## config.mk

```make
export PLATFORM = sky130hd
export DESIGN_NAME = regfile_sb
export DESIGN_NICKNAME = d
export VERILOG_FILES = /design/src/rtl/regfile_pkg.sv /design/src/rtl/regfile_scoreboard.sv /design/src/rtl/regfile_sb.sv
export SDC_FILE = /design/constraint.sdc
export NUM_CORES = 2
export LEC_CHECK = 0
export ABC_AREA = 1
export CORE_MARGIN = 5
export CORE_UTILIZATION = 51
export DETAILED_ROUTE_END_ITERATION = 8
export MAX_ROUTING_LAYER = met4
export PLACE_DENSITY = 0.67
export RECOVER_POWER = 50
export SLEW_MARGIN = 20
export SYNTH_ARGS = -nofsm -noshare
export SYNTH_HDL_FRONTEND = slang
export SYNTH_HIERARCHICAL = 1
export SYNTH_SLANG_ARGS = --single-unit
```

## constraint.sdc

```tcl
create_clock -name clk -period 6.2 [get_ports clk]
set_input_delay 0.93 -clock clk [delete_from_list [all_inputs] [get_ports clk]]
set_output_delay 0.93 -clock clk [all_outputs]
set_load 0.02 [all_outputs]
```

## src/rtl/regfile_pkg.sv

```systemverilog
// Shared definitions for the register file with busy scoreboard:
// default sizes and the population-count helper used for busy_cnt.
package regfile_pkg;

  localparam int XLEN_DEF = 32;
  localparam int NREG_DEF = 32;

  // Widest busy vector the popcount helper accepts; callers zero-extend.
  localparam int POP_W = 256;

  function automatic int unsigned popcount(input logic [POP_W-1:0] v);
    int unsigned n;
    n = 0;
    for (int i = 0; i < POP_W; i++) begin
      n += {31'd0, v[i]};
    end
    return n;
  endfunction

endpackage

```

## src/rtl/regfile_scoreboard.sv

```systemverilog
// Busy-bit scoreboard: issue sets, writeback clears, flush clears all.
// Priority on one edge: flush > issue > write. Register 0 is never busy.
// With REGFILE_BYPASS_EN defined the post-update busy vector is exported
// so same-edge read bypass can report it.
module regfile_scoreboard
  import regfile_pkg::*;
#(
  parameter  int NREG = NREG_DEF,
  localparam int AW   = $clog2(NREG),
  localparam int CW   = $clog2(NREG + 1)
) (
  input  logic            clk,
  input  logic            rst,
  input  logic            wr_en,
  input  logic [AW-1:0]   wr_addr,
  input  logic            iss_en,
  input  logic [AW-1:0]   iss_addr,
  input  logic            flush,
`ifdef REGFILE_BYPASS_EN
  output logic [NREG-1:0] busy_nxt,
`endif
  output logic [NREG-1:0] busy,
  output logic [CW-1:0]   busy_cnt
);

`ifndef REGFILE_BYPASS_EN
  logic [NREG-1:0] busy_nxt;
`endif
  logic [POP_W-1:0] pop_vec;
  logic [CW-1:0]    cnt_nxt;

  // Next busy vector: write clears, issue sets (wins), flush clears all.
  always_comb begin
    busy_nxt = busy;
    if (wr_en && (wr_addr != '0)) busy_nxt[wr_addr] = 1'b0;
    if (iss_en && (iss_addr != '0)) busy_nxt[iss_addr] = 1'b1;
    if (flush) busy_nxt = '0;
  end

  // Count of busy bits after this edge's update.
  always_comb begin
    pop_vec             = '0;
    pop_vec[NREG-1:0]   = busy_nxt;
    cnt_nxt             = CW'(popcount(pop_vec));
  end

  // Busy state and its registered count, updated on the falling edge.
  always_ff @(negedge clk or negedge rst) begin
    if (!rst) begin
      busy     <= '0;
      busy_cnt <= '0;
    end else begin
      busy     <= busy_nxt;
      busy_cnt <= cnt_nxt;
    end
  end

endmodule

```

## src/rtl/regfile_sb.sv

```systemverilog
// Register file with NRD registered read ports, one writeback port and a
// busy scoreboard. All state changes on the falling clock edge; reset is
// asynchronous active-low. Register 0 reads as zero.
// Optional feature: REGFILE_BYPASS_EN forwards a same-edge write to reads
// of the same address (data and post-update busy bit).
module regfile_sb
  import regfile_pkg::*;
#(
  parameter  int XLEN = XLEN_DEF,
  parameter  int NREG = NREG_DEF,
  parameter  int NRD  = 2,
  localparam int AW   = $clog2(NREG),
  localparam int CW   = $clog2(NREG + 1)
) (
  input  logic              clk,
  input  logic              rst,
  input  logic [NRD*AW-1:0] rd_addr,
  output logic [NRD*XLEN-1:0] rd_data,
  output logic [NRD-1:0]    rd_busy,
  input  logic              wr_en,
  input  logic [AW-1:0]     wr_addr,
  input  logic [XLEN-1:0]   wr_data,
  input  logic              iss_en,
  input  logic [AW-1:0]     iss_addr,
  input  logic              flush,
  output logic [CW-1:0]     busy_cnt
);

  logic [XLEN-1:0] regs [NREG];
  logic [NREG-1:0] busy;
  logic [AW-1:0]   rd_idx [NRD];
`ifdef REGFILE_BYPASS_EN
  logic [NREG-1:0] busy_nxt;
  logic [NRD-1:0]  hit;
`endif

  regfile_scoreboard #(
    .NREG (NREG)
  ) u_scoreboard (
    .clk      (clk),
    .rst      (rst),
    .wr_en    (wr_en),
    .wr_addr  (wr_addr),
    .iss_en   (iss_en),
    .iss_addr (iss_addr),
    .flush    (flush),
`ifdef REGFILE_BYPASS_EN
    .busy_nxt (busy_nxt),
`endif
    .busy     (busy),
    .busy_cnt (busy_cnt)
  );

  // Split the packed read-address bus into per-port indices.
  always_comb begin
    for (int k = 0; k < NRD; k++) begin
      rd_idx[k] = rd_addr[k*AW +: AW];
    end
  end

`ifdef REGFILE_BYPASS_EN
  // A read hits the bypass when a real write targets the same address.
  always_comb begin
    for (int k = 0; k < NRD; k++) begin
      hit[k] = wr_en && (wr_addr != '0) && (wr_addr == rd_idx[k]);
    end
  end
`endif

  // Data array: writes to register 0 are dropped so it stays zero.
  always_ff @(negedge clk or negedge rst) begin
    if (!rst) begin
      for (int i = 0; i < NREG; i++) regs[i] <= '0;
    end else if (wr_en && (wr_addr != '0)) begin
      regs[wr_addr] <= wr_data;
    end
  end

  // Read ports: register data and busy bit of each addressed register.
  always_ff @(negedge clk or negedge rst) begin
    if (!rst) begin
      rd_data <= '0;
      rd_busy <= '0;
    end else begin
      for (int k = 0; k < NRD; k++) begin
`ifdef REGFILE_BYPASS_EN
        if (hit[k]) begin
          rd_data[k*XLEN +: XLEN] <= wr_data;
          rd_busy[k]              <= busy_nxt[rd_idx[k]];
        end else begin
          rd_data[k*XLEN +: XLEN] <= regs[rd_idx[k]];
          rd_busy[k]              <= busy[rd_idx[k]];
        end
`else
        rd_data[k*XLEN +: XLEN] <= regs[rd_idx[k]];
        rd_busy[k]              <= busy[rd_idx[k]];
`endif
      end
    end
  end

endmodule

```

======== Word level (Yosys, flattened, before mapping) ========
Cells that the tools add are included.
W data, S select, Z words.
cells by class
  add/subtract/negate cells ............... 31
  $lt $le $gt $ge ......................... 10
  mux-type cells .......................... 20
  bitwise logic cells ..................... 6
  reduce and logical (&&, ||, !) cells .... 7
operators with widths
  cell                  count
  $bwmux W1024          1
  $bmux W32 S5          2
  $mux W32              8
  $add A6 B1 Y6         30
  $demux W32 S5         1
  $and A32 B32 Y32      1
  $not A32 Y32          1
  $or A32 B32 Y32       1
  $lt A5 B6 Y1 const B  4
  $ge A6 B6 Y1 const B  3
  $not A5 Y6            3
  $bmux W1 S5           2
  $demux W1 S5          2
  $ge A5 B1 Y1 const B  2
  $reduce_bool A5 Y1    2
  $lt A6 B1 Y1 const B  1
  $logic_and A1 B1 Y1   5
  $mux W1               4
  $add A1 B1 Y2         1
storage, ports and cells
  register bits ........................... 1128
  output and inout port bits .............. 72
  logic and storage cells ................. 110

======== Depth between registers and ports, before layout ========
  word-level depth ........................ 41
  mapped depth ............................ 21
  gate-level depth less buffers ........... 21

======== Hierarchy ========
The synthesis kept the hierarchy.
modules (own cells, without submodules)
  module              times used  cells an instance  area an instance (sq um)  sequential area each (sq um)
  regfile_sb          1           8488               58327.2                   27276.2
  regfile_scoreboard  1           339                2821.5                    950.9

==> impl_metrics.json <==
{
  "first_iter_violations": 8845,
  "peakVddDrop_mv": 0.305,
  "start_kind": "input pin",
  "globalplace.congestion": 0.907,
  "die-area_um2": 127000,
  "pin_count": 129,
  "insertion_delay_ns": 0.70,
  "cp-end-kind": "flip-flop",
  "routedWlPerCell_um": 22.5,
  "ant_nets": 0,
  "arrival_ns": 5.75,
  "p_leak_nw": 34.5,
  "maxCapViolations": 1,
  "violations": "DRC, capacitance limit, slew limit, setup timing",
  "power.density_nw_per_um2": 312,
  "grt_max_degree": 121,
  "clkSinkCount": 1128,
  "skew_ns": 0.0235,
  "crit_fanout": 6,
  "drc": 1,
  "final-setup-viol-count": 7,
  "cts_buffer_depth": 3,
  "drive_above_1_share": 0.0896,
  "hpwl_mm": 138,
  "via_count": 62635,
  "placed_area_um2": 66600,
  "wl_met3_mm": 26.9,
  "cts_buffers": 134,
  "grt_use_total": 0.379,
  "post-route-util": 0.600,
  "finalInstanceArea_um2": 71800,
  "grt-ovfl-total": 0,
  "ys_ff_latch": 1128,
  "die_h_um": 356,
  "num_rows": 127,
  "drtPass1Iterations": 9,
  "relSlewSlack": -0.0983,
  "clk_pin_slew_ns": 0.04,
  "fin_nets": 8852,
  "final-max-slew-violation-count": 27,
  "syn_area_um2": 61100,
  "setup_tns_ns": -13.88,
  "syn_inst": 8827,
  "vias_per_cell": 5.98,
  "dp_slack_ns": -3.26,
  "layout_commonest_cell": "nand2_1",
  "grt_pass1_vias": 58894,
  "nFillCells": 11007,
  "hold_path.class": "reg -> reg",
  "required_ns": 3.64,
  "core_um2": 119000,
  "ys_seq_area_frac": 0.462,
  "wl_met1_mm": 92.8,
  "tightest_slew_ns": 1.65,
  "wl_mm": 236,
  "topRoutingLayerUsed": "met4",
  "finalWorstSetupSlack_ns": -2.11,
  "antenna_found_initial": 6,
  "start_util": 0.512,
  "die_w_um": 356,
  "synth_cell_types": 29,
  "synth_nets": 8915,
  "numPortBuffers": 128,
  "placed_cells": 10178,
  "ys_warn_count": 6,
  "fin_cells": 10482,
  "mostFrequentLayoutCells": "nand2_1 (3871), nand3_1 (1603), dfrtn_1 (1128), o21ai_0 (821), buf_4 (261)",
  "grt_pass1_wl_mm": 360,
  "cts_tree": "yes",
  "holdBufCountCts": 0,
  "status": "complete, but fails checks",
  "syn_avg_cell_area_um2": 6.93,
  "cts.root.buffer_cell": "clkbuf_16",
  "htree_levels": 4,
  "crit_type": "in -> reg",
  "hold_viol": 0,
  "rsz0062_at_grt": "true",
  "dr_wl_met2_mm": 104,
  "area_growth_syn_to_layout_pct": 17.3
}
==> metrics by stage <==
step	power, W	hold WS, ns
after floorplan	0.0126	0.411
after global placement	0.0140	0.345
after detailed placement	0.0142	0.348
after CTS	0.0224	0.348
after global routing	0.0236	0.357
final	0.0224	0.344
==> critical path, stage by stage <==
cell and delay, ns:
buf_8 0.10, nor2_4 0.13, nand3_4 0.10, buf_12 0.15, buf_6 0.12, buf_4 0.13
nand3_2 0.06, nand2_1 0.06, nand2_1 0.08, nand2_1 0.07, fa_1 0.45, fa_1 0.53
inv_2 0.04, fa_1 0.52, fa_2 0.46, fa_1 0.51, inv_2 0.04, fa_1 0.44
inv_2 0.08, ha_4 0.13, inv_2 0.03, fa_2 0.36, o21ai_2 0.14, xor2_1 0.08
==> Yosys cell counts <==
master | instances | area share
xnor2_1 | 1 | 0.00014
nor2_2 | 4 | 0.00041
nor2_4 | 1 | 0.00018
o21ai_1 | 16 | 0.0013
nor2_1 | 193 | 0.012
nor3_4 | 2 | 0.00053
buf_4 | 2 | 0.00025
o21ai_0 | 824 | 0.067
dfrtn_1 | 1128 | 0.46
nand3_2 | 10 | 0.0016
inv_1 | 78 | 0.0048
inv_2 | 19 | 0.0012
xor2_1 | 2 | 0.00029
a21oi_2 | 4 | 0.00057
nand4_1 | 13 | 0.0013
buf_1 | 71 | 0.0044
a21oi_1 | 189 | 0.015
nor4_4 | 1 | 0.00035
nand2_1 | 3904 | 0.24
clkinv_1 | 6 | 0.00037
ha_1 | 7 | 0.0014
nor3b_1 | 1 | 0.00012
nor3_1 | 12 | 0.00098
nand3_4 | 1 | 0.00029
buf_2 | 18 | 0.0015
clkbuf_1 | 683 | 0.042
nand3_1 | 1611 | 0.13
fa_1 | 24 | 0.0079
buf_6 | 2 | 0.00037
==> per-layer routing <==
layer,global-route usage,vias to the layer above
met5,-,-
met4,0.173,0
met3,0.0784,758
met2,0.566,3822
met1,0.500,29554
li1,-,28501
==> final timing paths <==
check                                     start                        to  slack (ns)  cells past startpoint
hold / removal                       regs[1007]                regs[1007]        0.34                      0
min in group asynchronous                   rst                 regs[500]        3.63                      1
max in group asynchronous                   rst                  regs[75]        0.10                      3
setup reg to reg           u_scoreboard/busy[7]  u_scoreboard/busy_cnt[4]        1.15                     17
setup / recovery                     wr_addr[4]  u_scoreboard/busy_cnt[4]       -2.11                     24
hold reg to reg                      regs[1007]                regs[1007]        0.34                      0
==> state kept, by name, indices dropped and copies added (netlist names) <==
name and cells:
regs 1024, rd_data 64, rd_busy 2, u_scoreboard/busy 32, u_scoreboard/busy_cnt 6
==> what timing repair did <==
action / in CTS / in global routing
endpoints found under the setup margin: 6 / 7
buffers inserted: 56 / 8
cloned: 1 / 0
pin swaps: 30 / 22
resized for setup: 91 / 31
==> cells by family (layout without fill, tap and decap cells) <==
family,Yosys count,in the layout,share of synthesized area
buffers and inverters,879,918,0.0547
other,0,4,0
DFF,1128,1128,0.462
xor gates and xnor gates,3,3,0.000430
adders and majority gates,31,31,0.00929
AOI/OAI and AO/OA,1033,1033,0.0848
and+or+nand+nor,5753,5753,0.389
==> where the power goes <==
| group | switching (W) | internal (W) | total (W) |
|---|---|---|---|
| Sequential | 0.00104 | 0.00883 | 0.00987 |
| Clock | 0.00328 | 0.00493 | 0.00821 |
| Combinational | 0.00267 | 0.00166 | 0.00433 |
| Total | 0.00698 | 0.0154 | 0.0224 |
==> layout make-up <==
type,count,area [µm²],share of cell area
Multi-Input combinational cell,6820,30000,0.417
Clock buffer,194,3960,0.0551
Tap cell,1612,2020,0.0281
Clock inverter,44,588,0.00820
Antenna cell,4,10.0,0.000139
Timing Repair Buffer,577,6560,0.0915
Inverter,103,440,0.00614
Sequential cell,1128,28200,0.393
Note: power is estimated with default switching activity, not from simulation.
